<file path="src/rtl/rx_app_ptr_consumer.sv">
// rx_app_ptr_consumer: app-side consumer of the per-flow RX payload pointer store.
// Takes "consume up to N bytes of flow F", reads head/commit, grants min(N, committed)
// and writes back the advanced head pointer.
//
// Ports:
//   clk_i, rst_ni                 clock, synchronous active-low reset
//   app_req_*   (val/rdy)         consume request: flowid, len
//   app_resp_*  (val/rdy)         grant: flowid, addr (old head offset), len
//   head_rd_req_* / head_rd_resp_*  head pointer read port
//   cmt_rd_req_*  / cmt_rd_resp_*   commit pointer read port
//   head_wr_req_*                 head pointer write port
//
// Optional feature: RX_APP_PTR_BYPASS_EN
//   undefined: a SETTLE cycle follows every grant so the store can absorb the head write.
//   defined:   SETTLE is dropped; the last written head is forwarded to a same-flow
//              request, skipping its head read.
module rx_app_ptr_consumer #(
  parameter int FLOWID_W = 3,
  parameter int PTR_W    = 16,
  parameter int LEN_W    = 17
) (
  input  logic                clk_i,
  input  logic                rst_ni,

  input  logic                app_req_val_i,
  output logic                app_req_rdy_o,
  input  logic [FLOWID_W-1:0] app_req_flowid_i,
  input  logic [LEN_W-1:0]    app_req_len_i,

  output logic                app_resp_val_o,
  input  logic                app_resp_rdy_i,
  output logic [FLOWID_W-1:0] app_resp_flowid_o,
  output logic [PTR_W-1:0]    app_resp_addr_o,
  output logic [LEN_W-1:0]    app_resp_len_o,

  output logic                head_rd_req_val_o,
  input  logic                head_rd_req_rdy_i,
  output logic [FLOWID_W-1:0] head_rd_req_addr_o,
  input  logic                head_rd_resp_val_i,
  output logic                head_rd_resp_rdy_o,
  input  logic [PTR_W:0]      head_rd_resp_data_i,

  output logic                cmt_rd_req_val_o,
  input  logic                cmt_rd_req_rdy_i,
  output logic [FLOWID_W-1:0] cmt_rd_req_addr_o,
  input  logic                cmt_rd_resp_val_i,
  output logic                cmt_rd_resp_rdy_o,
  input  logic [PTR_W:0]      cmt_rd_resp_data_i,

  output logic                head_wr_req_val_o,
  input  logic                head_wr_req_rdy_i,
  output logic [FLOWID_W-1:0] head_wr_req_addr_o,
  output logic [PTR_W:0]      head_wr_req_data_o
);

  localparam int PW = PTR_W + 1;

  typedef enum logic [2:0] {
    IDLE, RD_REQ, RD_RESP, CALC, WR_RESP, SETTLE
  } state_e;

  state_e state_q, state_d;

  logic                rdy_q, rdy_d;
  logic [FLOWID_W-1:0] flowid_q, flowid_d;
  logic [LEN_W-1:0]    len_q, len_d;
  logic [PW-1:0]       head_q, head_d;
  logic [PW-1:0]       cmt_q, cmt_d;
  logic                hq_done_q, hq_done_d;
  logic                cq_done_q, cq_done_d;
  logic                h_have_q, h_have_d;
  logic                c_have_q, c_have_d;
  logic [LEN_W-1:0]    grant_q, grant_d;
  logic [PW-1:0]       nhead_q, nhead_d;
  logic                resp_done_q, resp_done_d;
  logic                wr_done_q, wr_done_d;

  logic [PW-1:0] avail, len_x, grant_x;
  logic          h_ok, c_ok, r_ok, w_ok;

`ifdef RX_APP_PTR_BYPASS_EN
  logic                last_vld_q, last_vld_d;
  logic [FLOWID_W-1:0] last_flowid_q, last_flowid_d;
  logic [PW-1:0]       last_head_q, last_head_d;
`endif

  // Ready is registered so it stays low for the first cycle after reset.
  assign app_req_rdy_o = rdy_q;

  assign app_resp_flowid_o  = flowid_q;
  assign app_resp_addr_o    = head_q[PTR_W-1:0];
  assign app_resp_len_o     = grant_q;
  assign head_rd_req_addr_o = flowid_q;
  assign cmt_rd_req_addr_o  = flowid_q;
  assign head_wr_req_addr_o = flowid_q;
  assign head_wr_req_data_o = nhead_q;

  // Pointers are compared with the wrap bit, so the difference is the fill level.
  assign avail   = cmt_q - head_q;
  assign len_x   = PW'(len_q);
  assign grant_x = (len_x < avail) ? len_x : avail;

  always_comb begin
    state_d     = state_q;
    flowid_d    = flowid_q;
    len_d       = len_q;
    head_d      = head_q;
    cmt_d       = cmt_q;
    hq_done_d   = hq_done_q;
    cq_done_d   = cq_done_q;
    h_have_d    = h_have_q;
    c_have_d    = c_have_q;
    grant_d     = grant_q;
    nhead_d     = nhead_q;
    resp_done_d = resp_done_q;
    wr_done_d   = wr_done_q;
`ifdef RX_APP_PTR_BYPASS_EN
    last_vld_d    = last_vld_q;
    last_flowid_d = last_flowid_q;
    last_head_d   = last_head_q;
`endif
    app_resp_val_o     = 1'b0;
    head_rd_req_val_o  = 1'b0;
    cmt_rd_req_val_o   = 1'b0;
    head_rd_resp_rdy_o = 1'b0;
    cmt_rd_resp_rdy_o  = 1'b0;
    head_wr_req_val_o  = 1'b0;
    h_ok = 1'b0;
    c_ok = 1'b0;
    r_ok = 1'b0;
    w_ok = 1'b0;

    unique case (state_q)
      IDLE: begin
        if (app_req_val_i && app_req_rdy_o) begin
          flowid_d  = app_req_flowid_i;
          len_d     = app_req_len_i;
          hq_done_d = 1'b0;
          cq_done_d = 1'b0;
          h_have_d  = 1'b0;
          c_have_d  = 1'b0;
          state_d   = RD_REQ;
`ifdef RX_APP_PTR_BYPASS_EN
          if (last_vld_q && last_flowid_q == app_req_flowid_i) begin
            hq_done_d = 1'b1;
            h_have_d  = 1'b1;
            head_d    = last_head_q;
          end
`endif
        end
      end
      RD_REQ: begin
        head_rd_req_val_o = !hq_done_q;
        cmt_rd_req_val_o  = !cq_done_q;
        h_ok = hq_done_q | head_rd_req_rdy_i;
        c_ok = cq_done_q | cmt_rd_req_rdy_i;
        hq_done_d = h_ok;
        cq_done_d = c_ok;
        if (h_ok && c_ok) state_d = RD_RESP;
      end
      RD_RESP: begin
        head_rd_resp_rdy_o = !h_have_q;
        cmt_rd_resp_rdy_o  = !c_have_q;
        if (!h_have_q && head_rd_resp_val_i) begin
          head_d   = head_rd_resp_data_i;
          h_have_d = 1'b1;
        end
        if (!c_have_q && cmt_rd_resp_val_i) begin
          cmt_d    = cmt_rd_resp_data_i;
          c_have_d = 1'b1;
        end
        h_ok = h_have_q | head_rd_resp_val_i;
        c_ok = c_have_q | cmt_rd_resp_val_i;
        if (h_ok && c_ok) state_d = CALC;
      end
      CALC: begin
        grant_d     = grant_x[LEN_W-1:0];
        nhead_d     = head_q + grant_x;
        resp_done_d = 1'b0;
        // A zero grant leaves the head untouched, so no write is issued.
        wr_done_d   = (grant_x == '0);
        state_d     = WR_RESP;
      end
      WR_RESP: begin
        app_resp_val_o    = !resp_done_q;
        head_wr_req_val_o = !wr_done_q;
        r_ok = resp_done_q | app_resp_rdy_i;
        w_ok = wr_done_q | head_wr_req_rdy_i;
        resp_done_d = r_ok;
        wr_done_d   = w_ok;
`ifdef RX_APP_PTR_BYPASS_EN
        if (!wr_done_q && head_wr_req_rdy_i) begin
          last_vld_d    = 1'b1;
          last_flowid_d = flowid_q;
          last_head_d   = nhead_q;
        end
        if (r_ok && w_ok) state_d = IDLE;
`else
        if (r_ok && w_ok) state_d = SETTLE;
`endif
      end
      SETTLE: state_d = IDLE;
      default: state_d = IDLE;
    endcase

    rdy_d = (state_d == IDLE);
  end

  always_ff @(posedge clk_i) begin
    if (!rst_ni) begin
      state_q     <= IDLE;
      rdy_q       <= 1'b0;
      flowid_q    <= '0;
      len_q       <= '0;
      head_q      <= '0;
      cmt_q       <= '0;
      hq_done_q   <= 1'b0;
      cq_done_q   <= 1'b0;
      h_have_q    <= 1'b0;
      c_have_q    <= 1'b0;
      grant_q     <= '0;
      nhead_q     <= '0;
      resp_done_q <= 1'b0;
      wr_done_q   <= 1'b0;
    end else begin
      state_q     <= state_d;
      rdy_q       <= rdy_d;
      flowid_q    <= flowid_d;
      len_q       <= len_d;
      head_q      <= head_d;
      cmt_q       <= cmt_d;
      hq_done_q   <= hq_done_d;
      cq_done_q   <= cq_done_d;
      h_have_q    <= h_have_d;
      c_have_q    <= c_have_d;
      grant_q     <= grant_d;
      nhead_q     <= nhead_d;
      resp_done_q <= resp_done_d;
      wr_done_q   <= wr_done_d;
    end
  end

`ifdef RX_APP_PTR_BYPASS_EN
  always_ff @(posedge clk_i) begin
    if (!rst_ni) begin
      last_vld_q    <= 1'b0;
      last_flowid_q <= '0;
      last_head_q   <= '0;
    end else begin
      last_vld_q    <= last_vld_d;
      last_flowid_q <= last_flowid_d;
      last_head_q   <= last_head_d;
    end
  end
`endif

endmodule

</file>
<file path="config.mk">
export PLATFORM = sky130hd
export DESIGN_NAME = rx_app_ptr_consumer
export DESIGN_NICKNAME = d
export VERILOG_FILES = /design/src/rtl/rx_app_ptr_consumer.sv
export SDC_FILE = /design/constraint.sdc
export NUM_CORES = 1
export LEC_CHECK = 0
export CORE_ASPECT_RATIO = 0.8
export CORE_MARGIN = 10
export CORE_UTILIZATION = 55
export DETAILED_ROUTE_END_ITERATION = 12
export DONT_BUFFER_PORTS = 1
export PLACE_DENSITY = 0.77
export SYNTH_ARGS = -nofsm -noshare
export SYNTH_HDL_FRONTEND = slang
export SYNTH_SLANG_ARGS = --single-unit
</file>
<file path="constraint.sdc">
create_clock -name clk_i -period 7.3 [get_ports clk_i]
set_input_delay 1.46 -clock clk_i [delete_from_list [all_inputs] [get_ports clk_i]]
set_output_delay 1.46 -clock clk_i [all_outputs]
set_load 0.005 [all_outputs]
</file>
==> impl_metrics.toml <==
[flow_run]
cap_violations = 0

[yosys]
synth_edf_count = 0
yosysUniqueCellTypes = 66
synthMuxAreaShare_pct = 2.18
synth_cells = 781
synth_top_area_share_pct = 32.5
synth_xor_area_share_pct = 2.61
yosys-top-cells-area = "dfxtp_1, nand2_1, ha_1"
synth_area_leader_cell = "dfxtp_1"
syn-num-nets = 892
synth_flop_cell = "dfxtp_1"
synthAdderAreaFrac_pct = 10.4
post_synth_instance_area_sq_um = 6040
yosysWarnings = 0
synth_top_family_by_area = "simple AND/OR/NAND/NOR gates"
syn_avg_cell_area_sq_um = 7.73
synth-compound-area-share_pct = 21.6
synth-simple-area-share_pct = 22.8
async_flop_share_pct = 0
ys_seq_elements = 98
synth_seq_area_share_pct = 32.5

[power]
total_power_mw = 1.42
leakage_nw = 2.57
ir_worst_vdd_mv = 0.129
power.density_nw_per_um2 = 226

[floorplan]
die_x_um = 137
coreArea_sq_um = 10800
ios = 132
start_util_pct = 55.9
die_h_um = 114
die_area_sq_um = 15600
num_rows = 34

[cts]
clk_path_buf_depth = 2
cts_max_level = 3
cts_buffers = 9
postCtsHoldBufs = 0
numClockSinks = 98
path_clk_slew_ns = 0.07
cts-root-buf = "clkbuf_16"
cts_tree = "yes"
clk-insertion-delay-late_ns = 0.35

[sta]
period_needed_ns = 6.86
worst_slew_pin_slew_ns = 1.15
layout_worst_path_cycle_share_pct = 93.9
whs_ns = 0.462
drv_slew = 0
slew_headroom_pct = 22.9
hold_viol = 0
setup_violations = 0
final.setup_skew_ns = 0.00557
fmax_mhz = 146

[routing]
drtIter0Drc = 346
drc = 0
drt_pass1_iterations = 5
via_per_inst = 6.01
ant_nets = 0
drt-total-wl_mm = 17.1
vias = 5375
wl_per_cell_um = 19.1

[worst_setup_path]
reg2reg_depth = 26
reg2reg_slack_ns = 0.44
rr_startpoint = "head_q[0]"
criticalPathCategory = "reg2reg"
r2r_end = "head_wr_req_data_o[15]"
crit_path_start_kind = "register"
path_max_fanout = 10
critPathArrivalTime_ns = 7.10
critPathCaptureType = "register"
crit_required_ns = 7.54

[placed_design]
port-buffer-count = 0
placed_area_sq_um = 5980
gp_congestion = 0.986
place_hpwl_mm = 13.3
dp_cells = 878

[cells_and_area]
fillers = 985
syn2layout_area_growth_pct = 4.29
drive_gt1_share_pct = 5.20
final_cell_mix = "nand2_1, a21oi_1, dfxtp_1"
stdcell_count = 894
post-route-util_pct = 58.3
final_nets = 856
fin_area_sq_um = 6300
final_common_cell = "nand2_1"
insertedDiodeCount = 0

[global_route]
grt_pass1_vias = 5128
grt_usage_pct = 21.2
grt_max_degree = 82
grt-ovfl-total = 0
grt_first_pass_wirelength_mm = 26.5
grt_antenna_before_repair = 0

[hold_path]
hold_start = "cmt_q[4]"
min_to = "cmt_q[4]"
hp-class = "reg2reg"
whs_path_depth = 2

[run_status]
status = "finished, final reports clean"
==> where the power goes <==
group | switching, mW | internal (mW) | total [mW]
Sequential | 0.0188 | 0.547 | 0.566
Clock | 0.209 | 0.278 | 0.486
Combinational | 0.220 | 0.147 | 0.368
Total | 0.447 | 0.972 | 1.42
==> routing by layer <==
layer	track usage, %	up-vias	wire length, um
met4	7.50	0	409
met5	0	-	0
met2	34.6	188	7840
li1	-	2641	-
met1	25.4	2520	7120
met3	7.34	26	1690
==> final cells by class <==
class                      instances  area, sq um  share of cell area [%]
multi-input combinational        583         3620                    57.5
tap                              144          180                    2.86
sequential                        98         1960                    31.2
clock inverter                     5         61.3                   0.974
timing repair buffer               9         67.6                    1.07
inverter                          44          165                    2.62
clock buffer                      11          243                    3.86
==> worst max-delay path by stage <==
stage | depth (start not counted) | endpoint | from | slack, ns
after floorplan | 29 | head_wr_req_data_o[15] | head_q[0] | 1.04
after global placement | 26 | head_wr_req_data_o[15] | head_q[2] | 0.63
after detailed placement | 26 | head_wr_req_data_o[15] | head_q[2] | 0.45
after CTS | 26 | head_wr_req_data_o[15] | head_q[0] | 0.31
after global routing | 26 | head_wr_req_data_o[16] | head_q[2] | -0.01
final | 26 | head_wr_req_data_o[15] | head_q[0] | 0.44
==> logic make-up after synthesis <==
logic type / after synthesis
AOI/OAI and AO/OA: 202
xor gates and xnor gates: 18
adders and majority gates: 49
buffers and inverters: 100
DFF: 98
muxes: 12
and+or+nand+nor: 302
==> timing repair <==
action                                  CTS  global route
endpoints found under the setup margin    0             3
gates resized for setup                   0             3
setup buffers                             0             0
==> worst max-delay path, cell delays in order (launching register included) <==
cell	delay, ns
dfxtp_1	0.38
ha_1	0.27
fa_1	0.43
nor2b_1	0.22
o2111a_1	0.27
nor3_1	0.10
nor3_1	0.41
o31ai_2	0.17
nand4b_1	0.18
and3_1	0.21
ha_1	0.31
and4_1	0.19
o21ai_0	0.10
a221o_1	0.35
o211a_1	0.28
o21ai_1	0.26
inv_1	0.07
ha_1	0.27
a21o_1	0.17
a21o_1	0.21
a2111oi_2	0.47
nor3_1	0.15
o31ai_1	0.43
o21ai_1	0.20
a221oi_1	0.38
xor2_1	0.19
o21ai_1	0.07
==> Yosys cell counts (all sizes together), types with 3 or more instances <==
cell,n
a2111oi,3
mux2,9
o22ai,4
and2,6
nand3,14
o21ai,18
o31ai,7
or2,6
nand2b,14
nand4,5
nand2,156
or3,8
mux2i,3
and3,4
a31oi,3
a21o,8
nor3b,3
a311oi,3
nand4b,4
xnor2,9
nor2b,7
dfxtp,98
ha,46
o211ai,6
o211a,12
a21oi,98
a211oi,5
o2111ai,4
clkbuf,26
o21a,11
nor4,6
nor2,45
xor2,9
o221ai,3
buf,30
nor3,20
inv,44
==> state kept, by name (all words and copies together) (netlist names), 3 cells and up <==
| register | count |
|---|---|
| cmt_q | 17 |
| app_resp_len_o | 17 |
| len_q | 17 |
| app_resp_flowid_o | 3 |
| head_wr_req_data_o | 17 |
| state_q | 3 |
| head_q | 17 |
==> per-stage QoR <==
| step | worst slack (ns) | TNS (ns) |
|---|---|---|
| 2_1_floorplan | 1.04 | 0 |
| 3_3_place_gp | 0.631 | 0 |
| 3_5_place_dp | 0.455 | 0 |
| 4_1_cts | 0.313 | 0 |
| 5_1_grt | -0.0126 | -0.0126 |
| 6_report | 0.444 | 0 |
Power figures use the tool's default switching activity.
